File: config.mk
export PLATFORM = sky130hd
export DESIGN_NAME = clk_enable_gen
export DESIGN_NICKNAME = d
export VERILOG_FILES = /design/src/rtl/clkgen_pkg.sv /design/src/rtl/clk_div_channel.sv /design/src/rtl/clk_enable_gen.sv
export SDC_FILE = /design/constraint.sdc
export NUM_CORES = 1
export LEC_CHECK = 0
export ABC_AREA = 0
export CAP_MARGIN = 10
export CORE_MARGIN = 5
export CORE_UTILIZATION = 66
export CTS_BUF_LIST = sky130_fd_sc_hd__clkbuf_8
export CTS_CLUSTER_SIZE = 16
export DETAILED_ROUTE_END_ITERATION = 10
export PLACE_DENSITY = 0.95
export SLEW_MARGIN = 5
export SYNTH_ARGS = -nofsm -noshare
export SYNTH_HDL_FRONTEND = slang
export SYNTH_SLANG_ARGS = --single-unit
File: constraint.sdc
create_clock -name Clk -period 7.6 [get_ports Clk]
set_clock_uncertainty 0.2 [all_clocks]
set_input_delay 1.52 -clock Clk [delete_from_list [all_inputs] [get_ports Clk]]
set_output_delay 1.52 -clock Clk [all_outputs]
set_load 0.02 [all_outputs]
File: src/rtl/clkgen_pkg.sv
// Shared constants and helpers for the clock-enable generator.
package clkgen_pkg;

    localparam int CNT_W_DEFAULT = 8;

    // NES master-clock ratios
    localparam int MASTER_PPU_DIV = 4;
    localparam int MASTER_CPU_DIV = 12;
    localparam int CPU_APU_DIV    = 2;

    // Number of cycles lvl stays high in a period of length d: ceil(d/2)
    function automatic logic [31:0] ceil_half(input logic [31:0] d);
        return (d + 32'd1) >> 1;
    endfunction

endpackage

File: src/rtl/clk_div_channel.sv
// One divider channel: counter, active divisor, pending divisor and the
// registered tick/lvl outputs.
module clk_div_channel
    import clkgen_pkg::*;
#(
    parameter int               CNT_W    = CNT_W_DEFAULT,
    parameter logic [CNT_W-1:0] DIV_INIT = CNT_W'(1)
) (
    input  logic             Clk,
    input  logic             Reset,
    input  logic             run,
    input  logic             sync,
    input  logic             load_en,
    input  logic [CNT_W-1:0] load_div,
    output logic             tick,
    output logic             lvl,
    output logic             pend
);

    localparam int HW = CNT_W + 1;

    logic [CNT_W-1:0] cnt;
    logic [CNT_W-1:0] div;
    logic [CNT_W-1:0] pend_div;
    logic             wrap;
    logic [HW-1:0]    cnt_inc;
    logic [HW-1:0]    half;

    // Wrap decision and the level-clear threshold for the active divisor
    always_comb begin
        wrap    = run && (sync || (cnt == div - CNT_W'(1)));
        cnt_inc = {1'b0, cnt} + HW'(1);
        half    = HW'(ceil_half(32'(div)));
    end

    // Counter, active divisor and tick/lvl outputs
    always_ff @(posedge Clk) begin
        if (Reset) begin
            cnt  <= '0;
            div  <= DIV_INIT;
            tick <= 1'b0;
            lvl  <= 1'b0;
        end else if (run) begin
            if (wrap) begin
                cnt  <= '0;
                tick <= 1'b1;
                lvl  <= 1'b1;
                if (pend) begin
                    div <= pend_div;
                end
            end else begin
                cnt  <= cnt_inc[CNT_W-1:0];
                tick <= 1'b0;
                if (cnt_inc == half) begin
                    lvl <= 1'b0;
                end
            end
        end else begin
            tick <= 1'b0;
        end
    end

    // Pending divisor: a load on a wrap edge survives to the next wrap,
    // because the wrap consumes the pending state seen before this edge
    always_ff @(posedge Clk) begin
        if (Reset) begin
            pend     <= 1'b0;
            pend_div <= '0;
        end else if (load_en) begin
            pend     <= 1'b1;
            pend_div <= load_div;
        end else if (wrap && pend) begin
            pend <= 1'b0;
        end
    end

endmodule

File: src/rtl/clk_enable_gen.sv
// Multi-channel clock-enable generator: write decode, error strobe and
// one clk_div_channel per output.
module clk_enable_gen
    import clkgen_pkg::*;
#(
    parameter int                        NUM_CH      = 2,
    parameter int                        CNT_W       = CNT_W_DEFAULT,
    parameter logic [NUM_CH*CNT_W-1:0]   DIV_DEFAULT = {8'(MASTER_CPU_DIV), 8'(MASTER_PPU_DIV)},
    localparam int                       CH_W        = (NUM_CH > 1) ? $clog2(NUM_CH) : 1
) (
    input  logic              Clk,
    input  logic              Reset,
    input  logic              run_i,
    input  logic              sync_i,
    input  logic              wr_en,
    input  logic [CH_W-1:0]   wr_ch,
    input  logic [CNT_W-1:0]  wr_div,
    output logic              wr_err,
    output logic [NUM_CH-1:0] tick_o,
    output logic [NUM_CH-1:0] lvl_o,
    output logic [NUM_CH-1:0] pend_o
);

    logic              wr_bad;
    logic              wr_ok;
    logic [NUM_CH-1:0] load_en;

    // Validate the write and steer it to a single channel
    always_comb begin
        wr_bad  = wr_en && ((wr_div == '0) || (32'(wr_ch) >= 32'(NUM_CH)));
        wr_ok   = wr_en && !wr_bad;
        load_en = '0;
        for (int unsigned i = 0; i < NUM_CH; i++) begin
            load_en[i] = wr_ok && (32'(wr_ch) == i);
        end
    end

    // One-cycle error strobe for a rejected write
    always_ff @(posedge Clk) begin
        if (Reset) begin
            wr_err <= 1'b0;
        end else begin
            wr_err <= wr_bad;
        end
    end

    for (genvar g = 0; g < NUM_CH; g++) begin : g_ch
        clk_div_channel #(
            .CNT_W    (CNT_W),
            .DIV_INIT (DIV_DEFAULT[g*CNT_W +: CNT_W])
        ) u_ch (
            .Clk      (Clk),
            .Reset    (Reset),
            .run      (run_i),
            .sync     (sync_i),
            .load_en  (load_en[g]),
            .load_div (wr_div),
            .tick     (tick_o[g]),
            .lvl      (lvl_o[g]),
            .pend     (pend_o[g])
        );
    end

endmodule

==> metrics.yaml <==
syn2layout_area_growth_pct: 5.690
crit_buf_inv: 1
clk_latency_ns: 0.32
track_usage: 0.2497
post-cts-setup-buffer-count: 0
synth_edf_count: 0
rsz0062_at_grt: "no"
fp.coreArea_um2: 4786
required_ns: 7.59
syn_nets: 424
rows: 25
cts.sinks: 55
fill_cells: 335
worstHoldPathType: "register to register"
seq_area_frac_synth: 0.3338
die_h_um: 80.69
async_reset_ff_frac: 0
cpMaxStageDelayCell: "clkdlybuf4s50_1"
antenna_found_initial: 0
synth_top_area_frac: 0.3338
die_w_um: 80.69
grt_pass1_wl_um: 12790
clockBufferDepth: 2
ctsHoldBuffers: 0
crit_type: "primary input to register"
powerDensity_nw_per_um2: 154.5
netlist_top_cells_area: "dfxtp_1 (33%), xnor2_1 (9.8%), xor2_1 (5.8%), nand3_1 (4.9%), a21oi_1 (4.6%)"
hold_viol_final: 0
ys.flop_type: "dfxtp_1"
overflow: 0
first_iter_violations: 320
drt_first_pass_iters: 5
avgSynthCellArea_um2: 8.164
numCtsBuffers: 5
gp_congestion: 0.8596
crit_path_end_kind: "register"
fin_crit_ns: 3.492
tightestPinTransition_ns: 0.9032
drcViolationCount: 0
drv_slew: 0
die-area_um2: 6511
drive_gt1_frac: 0.04304
syn-cell-area_um2: 3298
ys_types: 49
avgViaCountPerCell: 6.307
synth_seq_cells: 55
ir_drop_mv: 0.1493
diodes: 0
status: "complete, no violations"
yosysTopAreaCell: "dfxtp_1"
first_global_vias: 2652
cts_root_buf: "clkbuf_8"
grt_max_degree: 48
netlist_instances: 404
nets: 414
crit_path_cell_trace: "clkdlybuf4s50_1 -> o211ai_1 -> a31oi_1 -> nand3_1 -> o41ai_1 -> a21oi_1"
period_share: 0.4595
critical-path-top-delay-family: "compound AO/OA/AOI/OAI gates"
max_freq_mhz: 286.4
io_buffers: 20
maxSlewHeadroom: 0.3957
initial_core_util: 0.6892
htree_levels: 2
critPathMaxFanout: 17
slowest_delay_ns: 0.85
cp-start-kind: "primary input"
final_area_um2: 3486
dpl_cell_area_um2: 3395
ioPinCount: 21
tns_ns: 0
drv_cap: 0
wirelength_um: 7634
cts.clk_slew.worst_paths_ns: 0.10
cts_tree: "yes"
power_leakage_nw: 1.236
setup_viol: 0
num_vias: 2914
ant_nets: 0
ys_warn_count: 0
wl_per_cell_um: 16.52
cts_resized: 0
crit_arrival_ns: 3.48
dp_hpwl_um: 5194
## cells by family after synthesis
logic type                 count (synthesis)  share of synthesized area
AOI/OAI and AO/OA                         81                     0.1555
xor gates and xnor gates                  59                     0.1567
adders and majority gates                  6                    0.02276
buffers and inverters                     48                    0.07056
DFF                                       55                     0.3338
muxes                                     10                    0.03035
and+or+nand+nor                          145                     0.2303
## cell type report
class,instances,area (um^2),share of cell area
Clock buffer,5,68.82,0.01974
Clock inverter,3,22.52,0.006461
Inverter,10,37.54,0.01077
Multi-Input combinational cell,301,1964,0.5635
Sequential cell,55,1101,0.3159
Tap cell,67,83.83,0.02405
Timing Repair Buffer,21,207.7,0.05958
## cell usage in the layout (no fill, tap or decap), drive strengths merged, types with 2 or more instances in the layout
cell type	netlist	layout
nand2	33	33
xor2	22	22
xnor2	37	37
a21oi	30	30
dfxtp	55	55
clkbuf	23	5
and3	8	8
nand3b	5	5
mux2i	10	10
nor2	23	23
or4	6	6
clkdlybuf4s50	0	20
nor2b	2	2
a21o	2	2
nand2b	10	10
nor3	7	7
o21ai	22	22
or3b	2	2
nand4	6	6
nand3	32	32
o31ai	6	6
a31oi	8	8
ha	6	6
and2	4	4
inv	10	12
nor4	3	3
nor3b	2	2
o211ai	3	3
## stage by stage
stage	std cells	setup WS [ns]	util	hold WS, ns	power, mW
6_report	462	4.108	0.7284	0.2649	0.5386
5_1_grt	462	3.927	0.7284	0.2850	0.5594
4_1_cts	462	4.168	0.7284	0.2638	0.5392
3_5_place_dp	454	3.871	0.7093	0.2493	0.3733
3_3_place_gp	454	4.000	0.7093	0.2420	0.3703
2_1_floorplan	404	4.711	-	0.2322	0.3560
## worst register-to-register path: stages (launching register included)
cell and delay, ns:
dfxtp_1 0.44, inv_1 0.10, ha_1 0.20, or3b_4 0.41
or4_4 0.44, a2111oi_4 0.47, a31oi_2 0.38, nor2_4 0.30
nand2_1 0.10, a21oi_1 0.14
## synthesized netlist by cell type (3+ instances only)
master     n
nand3_1   32
nand2_1   33
xnor2_1   37
mux2i_1   10
nand2b_1  10
and2_1     4
and3_1     8
o21ai_1   11
o211ai_1   3
ha_1       6
nand3b_1   5
nor2_1    22
nand4_1    6
a31oi_1    7
dfxtp_1   55
inv_1     10
buf_2      5
clkbuf_1  22
a21oi_1   30
nor3_1     7
buf_4      8
o31ai_1    6
o21ai_0   11
or4_1      5
xor2_1    22
## final timing paths
path	from	end	slack [ns]	cells after the start
hold reg to reg	g_ch[1].u_ch.pend_div[5]$_SDFFE_PP0P_	g_ch[1].u_ch.pend_div[5]$_SDFFE_PP0P_	0.26	2
setup / recovery	run_i	g_ch[1].u_ch.lvl$_SDFFE_PP0P_	4.11	6
setup reg to reg	g_ch[1].u_ch.div[0]$_SDFFE_PP0P_	g_ch[1].u_ch.div[7]$_SDFFE_PP0P_	4.35	9
hold / removal	g_ch[1].u_ch.pend_div[5]$_SDFFE_PP0P_	g_ch[1].u_ch.pend_div[5]$_SDFFE_PP0P_	0.26	2
## power breakdown
group / total, mW / switching, mW / internal [mW]
clock network: 0.170 / 0.103 / 0.0670
registers: 0.306 / 0.00954 / 0.296
logic: 0.0625 / 0.0356 / 0.0269
total: 0.539 / 0.148 / 0.390
## flip-flops by register name (all words and copies together) (netlist names)
register	count
g_ch.u_ch.lvl	2
g_ch.u_ch.cnt	16
g_ch.u_ch.pend	2
g_ch.u_ch.pend_div	16
g_ch.u_ch.tick	2
g_ch.u_ch.div	16
wr_err	1
## routing by layer
metal  share of wire  vias up  GRT usage  wire [um]
met5               0        -          0          0
met4           0.028        0    0.09459        216
met3           0.079       30    0.04596        601
met2            0.49      143     0.4338       3720
met1            0.41     1363     0.3039       3096
li1                -     1378          -          -
No activity file was read; power rests on OpenSTA's default activity.
